`config.mk`:
```
export PLATFORM = sky130hd
export DESIGN_NAME = rr_grant_scheduler
export DESIGN_NICKNAME = d
export VERILOG_FILES = /design/src/rtl/rr_grant_scheduler.sv
export SDC_FILE = /design/constraint.sdc
export NUM_CORES = 1
export LEC_CHECK = 0
export ABC_AREA = 1
export CAP_MARGIN = 20
export CORE_ASPECT_RATIO = 1.25
export CORE_MARGIN = 2
export CORE_UTILIZATION = 57
export DETAILED_ROUTE_END_ITERATION = 10
export HOLD_SLACK_MARGIN = 0.15
export MAX_ROUTING_LAYER = met4
export PLACE_DENSITY = 0.84
export SLEW_MARGIN = 5
export SYNTH_ARGS = -nofsm -noshare
export SYNTH_HDL_FRONTEND = slang
export SYNTH_SLANG_ARGS = --single-unit
```
`constraint.sdc`:
```
create_clock -name clk -period 3.1 [get_ports clk]
set_input_delay 0.775 -clock clk [delete_from_list [all_inputs] [get_ports clk]]
set_output_delay 0.775 -clock clk [all_outputs]
set_load 0.1 [all_outputs]
```
`src/rtl/rr_grant_scheduler.sv`:
```
// rr_grant_scheduler
//   Eight-requester round-robin scheduler that owns a shared 8-to-3 encoder
//   resource. One requester is granted at a time and may keep the grant for
//   at most MAX_HOLD consecutive cycles. When the grant is released, a new
//   winner is chosen in the same cycle, so there is no idle bubble.
//
// Ports
//   clk        : system clock, all state changes on the rising edge
//   rst_n      : synchronous active-low reset
//   en         : scheduler enable; low blocks new grants and drops the current one
//   req        : level-sensitive request vector, bit i = requester i
//   gnt        : registered one-hot grant, zero when nothing is granted
//   gnt_id     : registered binary index of the grant, holds when gnt_valid=0
//   gnt_valid  : registered flag, high while a grant is active
module rr_grant_scheduler #(
  parameter int N_REQ    = 8,
  parameter int MAX_HOLD = 4
) (
  input  logic                     clk,
  input  logic                     rst_n,
  input  logic                     en,
  input  logic [N_REQ-1:0]         req,
  output logic [N_REQ-1:0]         gnt,
  output logic [$clog2(N_REQ)-1:0] gnt_id,
  output logic                     gnt_valid
);

  localparam int IDW = $clog2(N_REQ);
  localparam int HCW = $clog2(MAX_HOLD) + 1;
  localparam logic [HCW-1:0] HOLD_LAST = HCW'(MAX_HOLD - 1);

  typedef enum logic {IDLE = 1'b0, GRANT = 1'b1} state_t;

  state_t           state;
  logic [IDW-1:0]   ptr;
  logic [HCW-1:0]   hold_cnt;

  logic [IDW-1:0]   next_after;
  logic [IDW-1:0]   search_base;
  logic [IDW-1:0]   pick_idx;
  logic             pick_found;
  logic             hold_ok;

  // The holder keeps the resource only while enabled, still requesting and
  // below its hold budget. With MAX_HOLD=1 the budget test is always false,
  // so the grant rotates every cycle.
  assign hold_ok    = en && req[gnt_id] && (hold_cnt < HOLD_LAST);
  assign next_after = gnt_id + IDW'(1);

  // From IDLE the search starts at the round-robin pointer; on a release it
  // starts just past the holder, which makes the holder the last candidate.
  assign search_base = (state == IDLE) ? ptr : next_after;

  always_comb begin
    logic [IDW-1:0] idx;
    pick_idx   = '0;
    pick_found = 1'b0;
    idx        = '0;
    for (int i = 0; i < N_REQ; i++) begin
      idx = search_base + IDW'(i);
      if (!pick_found && req[idx]) begin
        pick_found = 1'b1;
        pick_idx   = idx;
      end
    end
  end

  always_ff @(posedge clk) begin
    if (!rst_n) begin
      state     <= IDLE;
      ptr       <= '0;
      hold_cnt  <= '0;
      gnt       <= '0;
      gnt_id    <= '0;
      gnt_valid <= 1'b0;
    end else begin
      case (state)
        IDLE: begin
          if (en && pick_found) begin
            state     <= GRANT;
            hold_cnt  <= '0;
            gnt       <= N_REQ'(1) << pick_idx;
            gnt_id    <= pick_idx;
            gnt_valid <= 1'b1;
          end
        end
        GRANT: begin
          if (hold_ok) begin
            hold_cnt <= hold_cnt + HCW'(1);
          end else begin
            // Release: advance the pointer past the holder and hand over
            // immediately if anyone qualifies; en low forbids a re-grant.
            ptr <= next_after;
            if (en && pick_found) begin
              hold_cnt  <= '0;
              gnt       <= N_REQ'(1) << pick_idx;
              gnt_id    <= pick_idx;
              gnt_valid <= 1'b1;
            end else begin
              state     <= IDLE;
              hold_cnt  <= '0;
              gnt       <= '0;
              gnt_valid <= 1'b0;
            end
          end
        end
        default: state <= IDLE;
      endcase
    end
  end

endmodule

```
-- Word level (Yosys, flattened, before mapping)
Index checks and enable logic that the tools add are counted.
- reductions and logical operators: 19
- add/subtract/negate cells: 9
- magnitude comparators: 10
- equality and inequality tests: 2
- shift operators: 1
- multiplexer cells: 51
- bitwise logic cells: 2
- operators by type and width (operator ; number):
    $mux W3 ; 13
    $lt A3 B4 Y1 const B ; 9
    $bmux W1 S3 ; 9
    $mux W8 ; 3
    $mux W1 ; 21
    $pmux W8 S2 ; 1
    $add A3 B3 Y3 const B ; 4
    $pmux W3 S2 ; 2
    $logic_and A1 B1 Y1 ; 10
    $add A3 B1 Y3 const B ; 3
    $shl A1 B3 Y8 const A ; 1
    $logic_not A1 Y1 ; 7
    $add A3 B2 Y3 const B ; 2
    $pmux W1 S2 ; 2
    $reduce_and A2 Y1 ; 2
    $lt A3 B2 Y1 const B ; 1
    $ne A2 B1 Y1 const B ; 1
    $ne A2 B2 Y1 const B ; 1
    $not A1 Y1 ; 2
- flip-flop bits (word level): 19
- logic and storage cells: 100

-- Depth between registers and ports, before layout
- depth after elaboration: 30
- gate-level depth with buffers: 22
- mapped depth without buffers: 21

-- Worst setup path before layout
Ideal clock, no wire load.
- path type: reg2reg
- from: register gnt_id[1]
- to: register gnt[4]
- cell stages (with the launch flop): 20
- data arrival time: 3.247 ns
- setup time: 0.068 ns
- data required time: 3.032 ns
- buffers on the path: 1
- period minus slack after synthesis: 3.315 ns
- path slack: -0.215 ns
- cell sequence: dfxtp_1 > ha_1 > inv_1 > nand2_1 > nand2_4 > buf_6 > ha_1 > nand3_1 > nand2_1 > nand2_2 > nand2_2 > nor2_4 > nand4_4 > nor2_8 > nand3_4 > nand2_2 > nand2_4 > nand2_8 > nand2_1 > a21oi_2
- cells in the longest elaborated chain, start to end: 30
- elaborated cells on any way between the ends: 68
- RTL lines (what ; line ; RTL):
    from (decl) ; 24 ; output logic [$clog2(N_REQ)-1:0] gnt_id,
    from (signal assigned) ; 83 ; gnt_id <= pick_idx;
    from (signal assigned) ; 97 ; gnt_id <= pick_idx;
    $add A3 B1 Y3 * ; 48 ; assign next_after = gnt_id + IDW'(1);
    via next_after[1] ; 38 ; logic [IDW-1:0] next_after;
    $mux W3 * ; 52 ; assign search_base = (state == IDLE) ? ptr : next_after;
    branches (longest 28 deep; another with $add A3 B1 Y3) ; -- ;
    to (signal assigned) ; 82 ; gnt <= N_REQ'(1) << pick_idx;
    to (signal assigned) ; 96 ; gnt <= N_REQ'(1) << pick_idx;
    to (decl) ; 23 ; output logic [N_REQ-1:0] gnt,
Mark *: on every way through the listed nets, which the timed path passes. The select of a mux whose other input is x is not followed.
A chain may end at the register's enable or synchronous reset.

-- Worst setup path in the final report
- from: register gnt_id[0]
- to: register gnt_id[2]
- cells in the longest elaborated chain, start to end: 30
- elaborated cells on any way between the ends: 64
- RTL lines (what ; line ; RTL):
    $add A3 B1 Y3 * ; 48 ;
    via next_after[1] ; 38 ;
    $mux W3 * ; 52 ;
    branches (longest 25 deep; another with $add A3 B1 Y3) ; -- ;
    $mux W3 * ; 79, 94 ;
    $mux W3 ; 88 ; if (hold_ok) begin
    $pmux W3 S2 * ; 77 ; case (state)
Marks and branches as above.

==> run_results.csv <==
group,metric,value,unit
sta,finalSetupViolCount,0,
floorplan,initial_core_util,59.0,%
layout,nNetsFinal,357,
floorplan,rows,24,
grt,grt_max_degree,15,
grt,antenna_found_initial,0,
detailed_routing,drtIter0Drc,91,
logic_synthesis,syn_area_per_cell,6.42,µm²
layout,drive_gt1_share,23.5,%
logic_synthesis,synthesis.area,2050,µm²
logic_synthesis,synth_common_cells,"nand2_1, nand3_1, inv_1",
setup_path,r2r_cells,16,
logic_synthesis,yosys.area.top_type,"dfxtp_1",
detailed_routing,viasPerCell,5.64,
floorplan,io_pins,23,
setup_path,reg2reg_setup_slack,0.21,ns
logic_synthesis,yosys_warnings,0,
worst_hold_path,min_from,"gnt[5]",
detailed_routing,ant_nets,0,
placement,dp.cells,376,
setup_path,cp-start-kind,"flip-flop",
floorplan,die_h,71.1,µm
logic_synthesis,synth.distinct_cells,32,
job,maxCapViolCount,0,
placement,io_buffers,22,
clock_tree,h-tree-depth,1,
clock_tree,insertion_delay,0.26,ns
logic_synthesis,synth_top_area_share,18.5,%
detailed_routing,drt-total-wl,4960,µm
status,outcome,"completed",
setup_path,crit_path_end_kind,"flip-flop",
floorplan,core,3480,µm²
pwr,ir_drop,0.509,mV
clock_tree,clkSinkCount,19,
clock_tree,clockBufferDepth,2,
clock_tree,cts_tree,"built",
sta,max_slew.worst_pin.slew,0.479,ns
layout,area_growth_syn_to_layout,10.9,%
detailed_routing,drtPass1Iterations,5,
clock_tree,postCtsHoldBufs,0,
clock_tree,path_clk_slew,0.07,ns
logic_synthesis,ys_seq_area_share,18.5,%
sta,relSlewSlack,68.0,%
detailed_routing,routedWlPerCell,13.1,µm
sta,totalNegativeSetupSlack,0,ns
clock_tree,cts-buffers-inserted,3,
setup_path,worstPathMaxFanout,12,
setup_path,r2r_start,"gnt_id[0]",
layout,diodes,0,
logic_synthesis,synth_ff_type,"dfxtp_1",
detailed_routing,via_count,2142,
grt,grt_pass1_vias,2019,
sta,fin_skew,0.00756,ns
sta,fmaxAchievable,0.346,GHz
clock_tree,post_cts_buffers,0,
sta,post-route-min-period,2.89,ns
setup_path,criticalPathCategory,"flip-flop to flip-flop",
sta,slew_violations,0,
sta,timing.final.crit_share,93.1,%
logic_synthesis,synth_edf_count,0,
detailed_routing,post-route-drc-count,0,
pwr,power,0.00150,W
pwr,powerDensity,660,nW/µm²
grt,grtUsageTotal,26.4,%
placement,place_hpwl,3980,µm
setup_path,r2r_end,"gnt_id[2]",
clock_tree,cts.repair.resized,0,
floorplan,die-area,4100,µm²
setup_path,required,3.23,ns
layout,stdcell_count,380,
logic_synthesis,synth_area_leaders,"dfxtp_1, nand2_1, nand3_1",
logic_synthesis,syn_nets,335,
logic_synthesis,ys_seq_elements,19,
placement,gp_congestion,0.934,
grt,overflow,0,
sta,rsz0062_at_grt,"no",
pwr,p_leak,1.11,nW
sta,hold_violations,0,
logic_synthesis,async_flop_share,0,%
grt,grt_pass1_wl,8450,µm
setup_path,crit_arrival,3.02,ns
clock_tree,root_buffer,"clkbuf_8",
worst_hold_path,whs_path_depth,2,
worst_hold_path,hold_class,"flip-flop to flip-flop",
worst_hold_path,worstHoldEndpoint,"gnt[5]",
logic_synthesis,synth_cells,320,
logic_synthesis,synthMostInstantiatedCell,"nand2_1",
floorplan,die_x,57.7,µm
## per-layer routing
layer  track usage (%)  vias up  share of wire [%]
met2              45.6       55                 51
met4              13.2        0                3.2
met5                 -        -                  0
met3              1.46       16                3.4
li1                  -     1093                  -
met1              30.5      978                 42
## sequential cells by signal (all words and copies together), names as in the netlist
register   flops
gnt_valid      1
ptr            3
hold_cnt       3
state          1
gnt            8
gnt_id         3
## worst max-delay path, cell delays in order, from the launching register on
cell      delay, ns
dfxtp_2        0.38
ha_1           0.33
nand2_1        0.07
nand2_2        0.26
ha_1           0.25
inv_1          0.06
nand3_1        0.07
nand2_1        0.08
nand2_2        0.11
nand2_2        0.09
nor2_4         0.14
nand4_4        0.12
nor2_8         0.16
nand3_4        0.09
nand3_2        0.16
nor2_2         0.09
a211oi_1       0.29
## cells in the final DEF (no fill, tap or decap), drive strengths merged, types with 2 or more instances in the layout
master,netlist,layout
a211oi,2,2
a21oi,20,20
buf,7,15
clkbuf,1,3
clkdlybuf4s50,0,10
dfxtp,19,19
ha,4,4
inv,36,36
nand2,121,121
nand3,71,71
nand4,7,7
nor2,18,18
o21ai,9,9
o22ai,2,2
## worst max-delay path by stage
stage / startpoint / end / slack [ns] / cells past startpoint
after floorplan: gnt_id[1] / gnt[4] / 0.16 / 19
after global placement: req[4] / gnt_id[2] / 0.20 / 14
after detailed placement: req[4] / gnt[2] / 0.17 / 17
after CTS: gnt_id[0] / gnt_id[2] / 0.18 / 17
after global routing: gnt_id[0] / gnt[2] / 0.009 / 19
final: gnt_id[0] / gnt_id[2] / 0.21 / 16
## final cells by class
| cell class | instances | area [µm²] |
|---|---|---|
| multi-input cells | 257 | 1450 |
| fillers | 330 | 1200 |
| flip-flops and latches | 19 | 383 |
| repair buffers | 25 | 213 |
| inverters | 36 | 143 |
| well taps | 39 | 48.8 |
| clock buffers | 3 | 41.3 |
| clock inverters | 1 | 5.00 |
## through the flow
stage | utilization [%] | cell area, µm² | setup WS [ns] | hold slack [ns]
6_report | 65.4 | 2280 | 0.213 | 0.463
2_1_floorplan | - | 2060 | 0.157 | 0.439
3_5_place_dp | 63.9 | 2230 | 0.165 | 0.456
3_3_place_gp | 63.9 | 2230 | 0.200 | 0.450
4_1_cts | 65.3 | 2270 | 0.180 | 0.467
5_1_grt | 65.4 | 2280 | 0.00931 | 0.489
## cell families (layout without fill, tap and decap cells)
family	after synthesis	after routing	synth area share, %
AOI/OAI and AO/OA	34	34	9.87
adders and majority gates	4	4	2.44
buffers and inverters	44	65	11.4
DFF	19	19	18.5
and+or+nand+nor	219	219	57.8
## report_power, final
group / switching [W] / internal (W) / leakage [nW]
combinational: 0.000737 / 0.000291 / 0.933
clock: 0.0000791 / 0.0000893 / 0.0255
sequential: 0.0000327 / 0.000276 / 0.156
No activity file was read; power rests on OpenSTA's default activity.
